### src/rtl/cpu_run_ctrl.sv
// cpu_run_ctrl: top-level run sequencer for the 16-bit CPU.
// Loads a program image through instruction-memory port 2 from a valid/ready
// word stream, reloads the PC to LOAD_BASE, then runs the core free or in
// single steps until an STP opcode is fetched.
//
//   state | meaning
//   ------+---------------------------------------------------------------
//   IDLE  | after reset; core stalled, waiting for ld_start or resume
//   LOAD  | accepting image words and writing them to instruction memory
//   RUN   | core enabled (free-run) or gated one cycle per step_req
//   HALT  | STP fetched; core stopped until resume or a new load
module cpu_run_ctrl #(
  parameter int unsigned            ADDR_W    = 16,
  parameter int unsigned            DATA_W    = 16,
  parameter logic [ADDR_W-1:0]      LOAD_BASE = '0,
  parameter logic [4:0]             STP_OPC   = 5'b11111
) (
  input  logic              clk,
  input  logic              rst_n,
  input  logic              ld_start,
  input  logic [ADDR_W-1:0] ld_len,
  input  logic [DATA_W-1:0] ld_data,
  input  logic              ld_valid,
  output logic              ld_ready,
  output logic [ADDR_W-1:0] imem_addr,
  output logic [DATA_W-1:0] imem_wdata,
  output logic              imem_wen,
  input  logic [DATA_W-1:0] instr,
  input  logic              step_mode,
  input  logic              step_req,
  input  logic              resume,
  output logic              cpu_run,
  output logic              pc_load,
  output logic [ADDR_W-1:0] pc_value,
  output logic              ld_done,
  output logic              halted,
  output logic [1:0]        state
);

  typedef enum logic [1:0] {
    S_IDLE = 2'b00,
    S_LOAD = 2'b01,
    S_RUN  = 2'b10,
    S_HALT = 2'b11
  } state_t;

  state_t              state_q, state_d;
  logic [ADDR_W-1:0]   len_q, len_d;
  logic [ADDR_W-1:0]   cnt_q, cnt_d;
  logic                ld_ready_q, ld_ready_d;
  logic                imem_wen_q, imem_wen_d;
  logic [ADDR_W-1:0]   imem_addr_q, imem_addr_d;
  logic [DATA_W-1:0]   imem_wdata_q, imem_wdata_d;
  logic                cpu_run_q, cpu_run_d;
  logic                pc_load_q, pc_load_d;
  logic                ld_done_q, ld_done_d;
  logic                halted_q, halted_d;

  logic                hs;
  logic                is_stp;

  assign hs = ld_valid & ld_ready_q;
  // Compare the whole shifted word so the opcode field is matched in place
  // without leaving the operand bits dangling.
  assign is_stp = ((instr >> (DATA_W - 5)) == {{(DATA_W-5){1'b0}}, STP_OPC});

  // Next-state and next-output decode; ld_start outranks resume outranks step_req.
  always_comb begin
    state_d      = state_q;
    len_d        = len_q;
    cnt_d        = cnt_q;
    ld_ready_d   = ld_ready_q;
    imem_wen_d   = 1'b0;
    imem_addr_d  = imem_addr_q;
    imem_wdata_d = imem_wdata_q;
    cpu_run_d    = 1'b0;
    pc_load_d    = 1'b0;
    ld_done_d    = 1'b0;

    if (state_q == S_LOAD) begin
      if (hs) begin
        imem_wen_d   = 1'b1;
        imem_addr_d  = LOAD_BASE + cnt_q;
        imem_wdata_d = ld_data;
        cnt_d        = cnt_q + 1'b1;
        if (cnt_q == len_q - 1'b1) begin
          ld_ready_d = 1'b0;
          state_d    = S_RUN;
          ld_done_d  = 1'b1;
          pc_load_d  = 1'b1;
        end
      end
    end else if (ld_start) begin
      cnt_d = '0;
      len_d = ld_len;
      if (ld_len == '0) begin
        // Empty image: the session completes immediately and runs what is there.
        state_d   = S_RUN;
        pc_load_d = 1'b1;
        ld_done_d = 1'b1;
      end else begin
        state_d    = S_LOAD;
        ld_ready_d = 1'b1;
      end
    end else if (resume && (state_q != S_RUN)) begin
      // STP leaves the PC parked on itself, so restart is always a reload.
      state_d   = S_RUN;
      pc_load_d = 1'b1;
    end else if (state_q == S_RUN) begin
      if (cpu_run_q && is_stp) begin
        state_d = S_HALT;
      end else if (!step_mode) begin
        cpu_run_d = 1'b1;
      end else begin
        cpu_run_d = step_req & ~cpu_run_q;
      end
    end

    halted_d = (state_d == S_HALT);
  end

  // State and registered outputs, synchronous active-low reset.
  always_ff @(posedge clk) begin
    if (!rst_n) begin
      state_q      <= S_IDLE;
      len_q        <= '0;
      cnt_q        <= '0;
      ld_ready_q   <= 1'b0;
      imem_wen_q   <= 1'b0;
      imem_addr_q  <= '0;
      imem_wdata_q <= '0;
      cpu_run_q    <= 1'b0;
      pc_load_q    <= 1'b0;
      ld_done_q    <= 1'b0;
      halted_q     <= 1'b0;
    end else begin
      state_q      <= state_d;
      len_q        <= len_d;
      cnt_q        <= cnt_d;
      ld_ready_q   <= ld_ready_d;
      imem_wen_q   <= imem_wen_d;
      imem_addr_q  <= imem_addr_d;
      imem_wdata_q <= imem_wdata_d;
      cpu_run_q    <= cpu_run_d;
      pc_load_q    <= pc_load_d;
      ld_done_q    <= ld_done_d;
      halted_q     <= halted_d;
    end
  end

  assign ld_ready   = ld_ready_q;
  assign imem_wen   = imem_wen_q;
  assign imem_addr  = imem_addr_q;
  assign imem_wdata = imem_wdata_q;
  assign cpu_run    = cpu_run_q;
  assign pc_load    = pc_load_q;
  assign pc_value   = LOAD_BASE;
  assign ld_done    = ld_done_q;
  assign halted     = halted_q;
  assign state      = state_q;

endmodule
### config.mk
export PLATFORM = sky130hd
export DESIGN_NAME = cpu_run_ctrl
export DESIGN_NICKNAME = d
export VERILOG_FILES = /design/src/rtl/cpu_run_ctrl.sv
export SDC_FILE = /design/constraint.sdc
export NUM_CORES = 1
export LEC_CHECK = 0
export ABC_CLOCK_PERIOD_IN_PS = 4800
export CELL_PAD_IN_SITES_DETAIL_PLACEMENT = 1
export CELL_PAD_IN_SITES_GLOBAL_PLACEMENT = 1
export CORE_ASPECT_RATIO = 0.9
export CORE_UTILIZATION = 36
export DETAILED_ROUTE_END_ITERATION = 10
export GPL_TIMING_DRIVEN = 0
export PLACE_DENSITY_LB_ADDON = 0.2
export SLEW_MARGIN = 25
export SYNTH_ARGS = -nofsm -noshare
export SYNTH_HDL_FRONTEND = slang
export SYNTH_SLANG_ARGS = --single-unit
### constraint.sdc
create_clock -name clk -period 4.8 [get_ports clk]
set_input_delay 0.48 -clock clk [delete_from_list [all_inputs] [get_ports clk]]
set_output_delay 0.48 -clock clk [all_outputs]
set_load 0.05 [all_outputs]
### Word-level counts from Yosys, hierarchy flattened

Cells that the tools add are included.

| cells by class | value |
|---|---|
| $add $sub $neg | 2 |
| equal/unequal tests | 9 |
| muxes and demuxes | 26 |
| bitwise operators | 6 |
| reductions and logical operators | 10 |

Operators with widths:

| kind | number |
|---|---|
| 2-to-1 mux 16 bit | 3 |
| adder 16 x 1 -> 16 bit (second input constant) | 1 |
| equality test 16 bit | 1 |
| zero test 16 bit | 1 |
| 2-to-1 mux 2 bit | 8 |
| subtractor 16 x 1 -> 16 bit (second input constant) | 1 |
| 2-to-1 mux 1 bit | 15 |
| AND reduction 2 bit | 4 |
| inequality test 2 bit (second input constant) | 3 |
| OR reduction 6 bit | 1 |
| equality test 5 bit (second input constant) | 1 |
| equality test 2 bit (second input constant) | 2 |
| NOT 1 bit | 4 |
| AND reduction 4 bit | 1 |
| AND 1 bit | 2 |
| equality test 2 x 1 -> 1 bit (second input constant) | 1 |
| logical AND 1 bit | 2 |
| inequality test 2 x 1 -> 1 bit (second input constant) | 1 |
| nonzero test 2 bit | 1 |

| word-level totals | value |
|---|---|
| logic and storage cells | 64 |
| bits of input ports | 55 |
| register bits after elaboration | 72 |

### Logic depth before layout (Yosys ltp)

| depth | value |
|---|---|
| depth in word-level cells | 8 |
| depth in mapped cells | 9 |
| depth with buffers taken out | 8 |

### Worst setup path before layout

Ideal clock, no wire load.

| path | value |
|---|---|
| path type | register to register |
| from | register state_q[0], in the netlist state[0] |
| to | register cnt_q[15] |
| library setup time | 0.070 ns |
| buffers on the path | 0 |
| path slack | 2.546 ns |
| arrival | 2.184 ns |
| cell stages (with the launch flop) | 7 |
| data required time | 4.730 ns |
| path through | dfxtp_1 nor2b_1 nand3_1 nand2_1 nand4_1 or3_1 a21oi_1 |

| on the way | value |
|---|---|
| word-level cells in the longest chain between the ends | 3 |
| elaborated cells between the ends (all ways) | 5 |
| classes of those cells | eq/ne: 2; mux: 1; reduce/logical: 2 |

Ends and longest elaborated chain:

| element | line | text |
|---|---|---|
| from (decl) | 47 | `state_t state_q, state_d;` |
| from (signal assigned) | 137 | `state_q <= state_d;` |
| equality test 2 x 1 -> 1 bit * | 80 | `if (state_q == S_LOAD) begin` |
| inequality test 2 bit (no source line) or nonzero test 2 bit (tied branches) | -- |  |
| AND reduction 2 bit (no source line) | -- |  |
| to (signal assigned) | 139 | `cnt_q <= cnt_d;` |
| to (decl) | 49 | `logic [ADDR_W-1:0] cnt_q, cnt_d;` |

Mark *: on every way between the ends. The rest lies on a longest branch, timed or not.
A chain may end at the register's enable or synchronous reset.

### Worst setup path in the final report

| path | value |
|---|---|
| from | register len_q[0] |
| to | register pc_load_q, in the netlist pc_load |

| on the way | value |
|---|---|
| word-level cells in the longest chain between the ends | 5 |

Ends and longest elaborated chain:

| element | line | text |
|---|---|---|
| from (decl) | 48 | `logic [ADDR_W-1:0] len_q, len_d;` |
| from (signal assigned) | 138 | `len_q <= len_d;` |
| subtractor 16 x 1 -> 16 bit | 86 | `if (cnt_q == len_q - 1'b1) begin` |
| equality test 16 bit | 86 |  |
| 2-to-1 mux 1 bit | 86 |  |
| 2-to-1 mux 1 bit | 81 | `if (hs) begin` |
| 2-to-1 mux 1 bit | 80 |  |
| to (signal assigned) | 145 | `pc_load_q <= pc_load_d;` |
| to (decl) | 55 | `logic pc_load_q, pc_load_d;` |

Every way passes these cells.

==> flow_metrics.tcl <==
set metrics [dict create \
    synthesis.area_um2 3531 \
    avgSynthCellArea_um2 8.098 \
    fp.dieArea_um2 10210 \
    io_buffers 81 \
    grt_use_total_pct 20.66 \
    r2r-end "pc_load" \
    synth_compound_area_share_pct 16.69 \
    slew_headroom_pct 62.70 \
    cts-hold-fix-buffers 0 \
    grt-ovfl-total 0 \
    async_flop_share_pct 0 \
    crit_arrival_ns 2.97 \
    cts_setup_buffers 0 \
    fp.dieH_um 95.96 \
    via_per_inst 5.015 \
    antenna_found_initial 0 \
    synthDistinctLibCells 50 \
    p_sw_share_pct 30.28 \
    rows 33 \
    ioPinCount 111 \
    min_period_over_period_pct 55.99 \
    synth.top_cell.area_share_pct 40.82 \
    synthMuxAreaShare_pct 0.5670 \
    min_path_type "register to register" \
    finClkSkew_ns 0.009690 \
    tns_ns 0 \
    initial_core_util_pct 37.84 \
    synth_cells 436 \
    r2r_cells 9 \
    yosys-top-cells-area "dfxtp_1, nand2_1, a21boi_0, xor2_1, a21oi_1" \
    areaGrowthSynthToFinish_pct 33.77 \
    yosys.cell_count.top_type "nand2_1" \
    grt_pass1_wl_mm 16.53 \
    cellPowerDensity_nw_per_um2 272.8 \
    synth_top_family_by_area "simple AND/OR/NAND/NOR gates" \
    ir_drop_mv 0.1573 \
    clock_path_buffers 2 \
    gp_congestion 0.7953 \
    yosys-top-cells-count "nand2_1, dfxtp_1, a21boi_0" \
    drtIter0Drc 107 \
    place_ws_ns 1.913 \
    setup_viol 0 \
    fp.dieW_um 106.4 \
    required_ns 5.09 \
    tightest_slew_ns 0.5553 \
    dr_total_vias 3360 \
    hold_viol 0 \
    synth_warnings 0 \
    cap_violations 0 \
    clkPwrFrac_pct 33.2 \
    synth-adder-area-share_pct 0.7087 \
    rr_startpoint "len_q[0]" \
    final_nets 600 \
    yosys.area.top_type "dfxtp_1" \
    critPathKind "register to register" \
    synthFlopType "dfxtp_1" \
    cts.sinks 72 \
    synth_edf_count 0 \
    cp_slowest_cell "nor4_4" \
    path_cells "inv_1 -> ha_1 -> nor2b_1 -> clkbuf_1 -> or3_1 -> a31oi_1 -> o21ai_0 -> nor4_4 -> o21a_1" \
    yosys_register_bits 72 \
    antenna_left 0 \
    first_pass_iters 4 \
    endpoint "pc_load" \
    cts_buffers 9 \
    diodes 0 \
    cp-start-kind "register" \
    grt_max_degree 14 \
    drive_above_1_share_pct 7.299 \
    clk_latency_ns 0.35 \
    maxSlewViolCount 0 \
    drc_errors 0 \
    sequentialPowerShare_pct 48.6 \
    whs_path_depth 2 \
    cts_tree "yes" \
    synth-seq-area-share_pct 40.82 \
    crit_path_max_incr_delay_ns 0.55 \
    grt_pass1_vias 3382 \
    htree_levels 3 \
    hpwl_mm 7.591 \
    path_clk_slew_ns 0.08 \
    power.switching_uw 390.2 \
    grt_setup_unrepaired "no" \
    crit_start "len_q[0]" \
    cts-root-buf "clkbuf_8" \
    clock.fmax_mhz 372.1 \
    routed_wl_mm 9.977 \
    crit_fanout 9 \
    reg2reg_slack_ns 2.11 \
    synthSimpleGateAreaFrac_pct 27.39 \
    status "finished clean" \
    combinationalPowerShare_pct 18.1 \
    num-fill-cells 1160 \
    routedWlPerCell_um 14.89 \
    p_leak_nw 1.679 \
    period_minus_slack_ns 2.687 \
    cts_resized 0 \
    p_int_uw 898.3 \
    synth_xor_area_share_pct 6.697 \
    cp-end-kind "register" \
    core-area_um2 9331 \
    finalWorstSetupSlack_ns 2.113 \
]
[worst min-delay path by stage]
stage                     to          start  slack (ns)
3_3_place_gp   imem_wdata[0]  imem_wdata[0]        0.44
6_report       imem_wdata[2]  imem_wdata[2]        0.46
2_1_floorplan      len_q[15]      len_q[15]        0.46
5_1_grt        imem_wdata[0]  imem_wdata[0]        0.48
3_5_place_dp   imem_wdata[0]  imem_wdata[0]        0.46
4_1_cts        imem_wdata[2]  imem_wdata[2]        0.47
[registers in the layout, indices dropped and copies added (netlist names), 2 cells and up]
name        count
imem_addr      16
state           2
len_q          16
imem_wdata     16
cnt_q          16
[power groups by stage]
stage	clock network [mW]	registers, mW	logic (mW)
6_report	0.428	0.627	0.234
5_1_grt	0.470	0.628	0.254
4_1_cts	0.443	0.627	0.234
3_5_place_dp	0	0.641	0.232
3_3_place_gp	0	0.640	0.226
2_1_floorplan	0	0.654	0.141
[layout by cell type (no fill, tap or decap), drive strengths merged, types with 9 or more instances in the layout]
master	n
nor2	22
dfxtp	72
xor2	14
clkdlybuf4s50	81
conb	16
nand4	10
inv	9
xnor2	13
a21oi	24
buf	18
a21boi	37
clkbuf	32
nand2	109
nor4	9
[logic make-up (layout without fill, tap and decap cells)]
logic type,after synthesis,count (layout)
buf+inv,48,145
xor+xnor,27,27
simple gates,196,196
mux,2,2
fa+ha+maj,2,2
other cells,1,16
compound gates,88,88
flops,72,72
[cell type report]
| type | count | area, um2 | share of cell area [%] |
|---|---|---|---|
| flip-flops and latches | 72 | 1441 | 30.52 |
| repair buffers | 81 | 810.8 | 17.17 |
| clock buffers | 10 | 127.6 | 2.702 |
| well taps | 122 | 152.6 | 3.232 |
| clock inverters | 6 | 45.04 | 0.9536 |
| multi-input cells | 331 | 1898 | 40.19 |
| plain buffers | 40 | 217.7 | 4.609 |
| inverters | 8 | 30.03 | 0.6358 |
[worst max-delay path, delay by kind of cell (launching register included)]
family,cells,cell delay [ns]
DFF,1,0.44
buffers and inverters,2,0.29
adders and majority gates,1,0.22
and+or+nand+nor,3,1.07
AOI/OAI and AO/OA,3,0.62
[stage by stage]
stage / power, mW / hold slack (ns) / area, um2 / util (%) / cells
3_3_place_gp: 0.8660 / 0.4422 / 4551 / 48.77 / 654
4_1_cts: 1.304 / 0.4678 / 4723 / 50.62 / 670
6_report: 1.288 / 0.4613 / 4723 / 50.62 / 670
3_5_place_dp: 0.8731 / 0.4562 / 4551 / 48.77 / 654
2_1_floorplan: 0.7946 / 0.4569 / 3587 / - / 451
5_1_grt: 1.353 / 0.4834 / 4723 / 50.62 / 670
[metal layers]
layer | up-vias | global-route usage (%) | wire [um]
met1 | 1619 | 25.46 | 4648
met3 | 6 | 4.469 | 395
met4 | 0 | 5.208 | 75
met5 | - | 0 | 0
li1 | 1664 | - | -
met2 | 71 | 36.74 | 4858
No activity file was read; power rests on OpenSTA's default activity.
==> edit 1, RTL diff (same flow settings) <==
The parameter `ADDR_W` goes from 16 to 17.
--- a/src/rtl/cpu_run_ctrl.sv
+++ b/src/rtl/cpu_run_ctrl.sv
@@ -10,7 +10,7 @@
 //   RUN   | core enabled (free-run) or gated one cycle per step_req
 //   HALT  | STP fetched; core stopped until resume or a new load
 module cpu_run_ctrl #(
-  parameter int unsigned            ADDR_W    = 16,
+  parameter int unsigned            ADDR_W    = 17,
   parameter int unsigned            DATA_W    = 16,
   parameter logic [ADDR_W-1:0]      LOAD_BASE = '0,
   parameter logic [4:0]             STP_OPC   = 5'b11111
Ports: changed (resized imem_addr, ld_len and pc_value); port bits go from 111 to 114. No check against the original RTL was run, so the function may have changed too.
==> edit 1 against the original RTL <==
Sequential cell count grew 3. Area after synthesis grew 3.2%. Final area up 3.8%. Sequential power grew 4.1%. Worst setup slack worse by 0.26 ns. Power increased by 8.1%. Maximum frequency down 8.8%. Clock power increased by 14%. Synthesized cell count is 3.9% higher. Wire length fell by 1.9%. Critical endpoint is now state[0]. Largest cell class unchanged. Largest power group unchanged.
==> edit 1: results (changes against the original RTL) <==
Synth top area cells: dfxtp_1 (41%), nand2_1 (12%), a21boi_0 (11%)
CP Max Fanout: 5 (-4)
First-pass GRT wire length: 16000 microns (-3.3%)
Peak VDD IR: 0.131 mV (-17%)
P_sw: 0.407 mW (+4.4%)
Post-Synth Adder-Cell Area: 0.687% (-0.022 points)
Gr usage total: 19.4% (-1.3 points)
NumNets Final: 623 (+3.8%)
GRT met3 Usage: 4.09% (-0.38 points)
Critical R2R Capture: state[0]
Combinational power share: 17.9% (-0.2 points)
Fraction of area in registers: 30.6% (+0.10 points)
Met1 Use GR: 23.9% (-1.5 points)
Power Total: 1.39 mW (+8.1%)
Routed len/inst: 14.1 microns (-5.6%)
Distinct cells, synth: 45 (-10%)
GPL Wtd Cong: 0.824 (+3.6%)
Commonest cells in the synthesized netlist: nand2_1 (117), dfxtp_1 (75), a21boi_0 (51)
DRT iter0 DRCs: 72 (-33%)
Hold path endpoint: imem_wdata[10]
Lkg Pwr: 1.77 nW (+5.5%)
CP max stage cell: or4_1
Bufs w/o clock: 126 (+4.1%)
Outcome: finished, final reports clean
DP Worst Slack: 1.87 ns (-0.0410 ns)
Inverter count: 5 (-3)
DP HPWL: 7660 microns (+0.89%)
CLK BUF: 10 (unchanged)
Worst hold path startpoint: imem_wdata[10]
Post-synthesis compound-gate area fraction: 15.4% (-1.3 points)
Seq power: 0.653 mW (+4.1%)
PortBufs: 85 (+4.9%)
Seq/Total Area, Yosys: 41.2% (+0.40 points)
# diodes: 0 (unchanged)
Layout fillers: 1213 (+4.6%)
Multi-input gate count: 348 (+5.1%)
DR vias: 3397 (+1.1%)
Met2 track demand over resource: 33.2% (-3.6 points)
ClkCell Share: 3.93% (+0.27 points)
Post-synthesis mux area share: 0.550% (-0.017 points)
Wire length on met1: 4530 microns (-2.6%)
Layout cells sized above 1: 6.67% (-0.63 points)
XOR/XNOR Fraction of Synth Area: 8.18% (+1.5 points)
Multi-input logic portion of the cell area: 39.9% (-0.30 points)
Met2 wire len: 4770 microns (-1.8%)
Clk_skew: 0.0114 ns (+0.00171 ns)
Slew margin rel.: 53.8% (-8.9 points)
DR pass1 iterations: 4 (unchanged)
Routed wl met3: 377 microns (-4.6%)
Clock Sinks: 75 (+4.2%)
Non-Clock Buffer Area Fraction: 22.0% (+0.20 points)
==> edit 1: worst register-to-register path: cells and delay by family (launching register included) <==
kind,cells,cell delay (ns)
AND/OR/NAND/NOR,4,1.69
flip-flops,1,0.37
AO/OA/AOI/OAI,2,0.28
buffers and inverters,2,0.26
adder cells (fa/ha/maj),1,0.23
==> edit 1: stage by stage <==
stage,cells,hold slack (ns),utilization [%],area [sq um]
2_1_floorplan,469,0.457,-,3700
3_3_place_gp,680,0.449,48.4,4710
3_5_place_dp,680,0.460,48.4,4710
4_1_cts,696,0.473,50.3,4900
5_1_grt,696,0.499,50.3,4900
6_report,696,0.465,50.3,4900
==> edit 1: how the worst max path moves through the flow <==
stage                   from         to  slack, ns
CTS                 len_q[0]   state[0]       1.84
global route        len_q[0]   state[0]       1.66
finish              len_q[0]   state[0]       1.85
floorplan           len_q[0]   ld_ready       2.28
global placement    ld_valid  cnt_q[16]       1.88
detailed placement  ld_valid  cnt_q[14]       1.87
==> edit 2, RTL diff (same flow settings) <==
Made on the original files. Reset style: asynchronous (`rst_n`), changed in one clocked block. Comments in the files are not updated.
--- a/src/rtl/cpu_run_ctrl.sv
+++ b/src/rtl/cpu_run_ctrl.sv
@@ -120,7 +120,7 @@
   end
 
   // State and registered outputs, synchronous active-low reset.
-  always_ff @(posedge clk) begin
+  always_ff @(posedge clk or negedge rst_n) begin
     if (!rst_n) begin
       state_q      <= S_IDLE;
       len_q        <= '0;
Behaviour: differs if rst_n is asserted again (counterexample within 4 cycles, from zero or initial values and one cycle with rst_n low); with rst_n held inactive, the same outputs for 10 cycles.
==> edit 2 against the original RTL <==
Global-route usage is 0.64 points lower. Final area is 4.2% higher. Sequential share of layout area is 6.1 points higher. Area after synthesis is 3.0% higher. Wire length is 2.2% lower. Worst setup slack worse by 0.18 ns. Register-to-register slack worse by 0.11 ns. Sequential cell count stayed put. Hold slack worse by 0.41 ns. Maximum frequency is 6.4% lower. Highest routed layer unchanged.
Power is not compared: it rests on default switching activity, and its combinational part moved more than twofold at a synthesized area within 25%.
==> edit 2: results (changes against the original RTL) <==
Commonest cells in the synthesized netlist: nand2_1 (114), dfrtp_1 (72), nor2_1 (22)
Outcome: finished, final reports clean
Worst R2R Start: state[1]
Wire length on met1: 4540 microns (-2.4%)
CTS clk-pin slew, worst paths: 0.07 ns
Synth top area cells: dfrtp_1 (50%), nand2_1 (12%), mux2_2 (4.3%)
Setup bufs post-CTS: 0 (unchanged)
GPL Wtd Cong: 0.827 (+4.0%)
Slew margin rel.: 56.3% (-6.4 points)
Distinct cells, synth: 48 (-4.0%)
Htree depth: 3 (unchanged)
Post-synthesis compound-gate area fraction: 5.85% (-11 points)
DRT iter0 DRCs: 82 (-23%)
R2R setup slack: 2.00 ns (-0.11 ns)
Top Layer Used: met4
CP Launch Point: ld_valid
Layout fillers: 1149 (-0.95%)
Hold WS: 0.0496 ns (-0.412 ns)
Asr flop ratio synth: 100% (+100 points)
Seq/Total Area, Yosys: 49.6% (+8.7 points)
XOR/XNOR Fraction of Synth Area: 6.99% (+0.29 points)
TritonCTS Buffers: 9 (unchanged)
Post-synthesis mux area share: 5.16% (+4.6 points)
Largest net degree at the start of global routing: 46 (+32)
CP Class: primary input to flop
Total wire length: 9760 microns (-2.2%)
PortBufs: 83 (+2.5%)
DP Worst Slack: 1.57 ns (-0.343 ns)
Post-DP Area: 0.00471 sq mm (+3.4%)
Layout cells sized above 1: 10.9% (+3.6 points)
DP HPWL: 7350 microns (-3.2%)
Met2 wire len: 4580 microns (-5.7%)
Reg2reg path depth: 7 (-2)
Clk_skew: 0.0126 ns (+0.00288 ns)
CP Max Fanout: 10 (+1)
Routed wl met3: 527 microns (+33%)
Vias in the first global route: 3239 (-4.2%)
CTS Buffer Depth: 2 (unchanged)
Combinational power share: 38.3%
Gr usage total: 20.0% (-0.64 points)
DR vias: 3102 (-7.7%)
Int Pwr: 1.38 mW
Critical R2R Capture: cnt_q[13]
Post-Synth Adder-Cell Area: 0.688% (-0.020 points)
Fmax: 348 MHz (-6.4%)
NumNets Final: 557 (-7.2%)
Worst Hold Class: primary input to asynchronous set/reset pin
First-pass GRT wire length: 16200 microns (-2.2%)
==> edit 2: cell types whose count changed in the layout (fill, tap and decap cells not counted), sizes merged, moves of 5 or more <==
cell	change
dfxtp	-72
clkbuf	-11
mux2	+14
dfrtp	+72
nand2	+5
a21boi	-37
a21oi	-20
==> edit 2: logic make-up (layout without fill, tap and decap cells) <==
kind of cell             after synthesis  in the layout
AND/OR/NAND/NOR                      204            204
flip-flops                            72             72
buffers and inverters                 35            134
AO/OA/AOI/OAI                         30             30
XOR/XNOR                              29             29
multiplexers                          17             17
adder cells (fa/ha/maj)                2              2
other                                  1             16
==> edit 2: per-layer routing <==
| metal | track usage [%] | vias up |
|---|---|---|
| li1 | - | 1503 |
| met4 | 5.58 | 0 |
| met1 | 26.4 | 1508 |
| met3 | 5.63 | 14 |
| met5 | 0 | - |
| met2 | 31.9 | 77 |
==> edit 2: worst max-delay path, cell delays in order <==
cell and delay, ns:
clkdlybuf4s50_1 0.47, nand4b_1 0.43, inv_2 0.40, a21oi_1 0.21, nor4_1 0.66, nand3_1 0.19, xnor2_1 0.20, nor2_1 0.06
==> edit 2: final cells by class <==
| type | instances | area share, % |
|---|---|---|
| buffer | 31 | 3.74 |
| clock buffer | 9 | 2.52 |
| clock inverter | 6 | 1.91 |
| inverter | 4 | 0.305 |
| multi-input combinational | 298 | 34.4 |
| sequential | 72 | 36.6 |
| tap | 126 | 3.20 |
| timing repair buffer | 84 | 17.4 |
==> edit 2: metrics by stage <==
step / util [%] / power [mW] / std cells
after floorplan: - / 1.48 / 405
after global placement: 48.0 / 1.76 / 614
after detailed placement: 48.3 / 1.79 / 615
after CTS: 50.5 / 2.34 / 630
after global routing: 50.5 / 2.45 / 630
final: 50.5 / 2.31 / 630
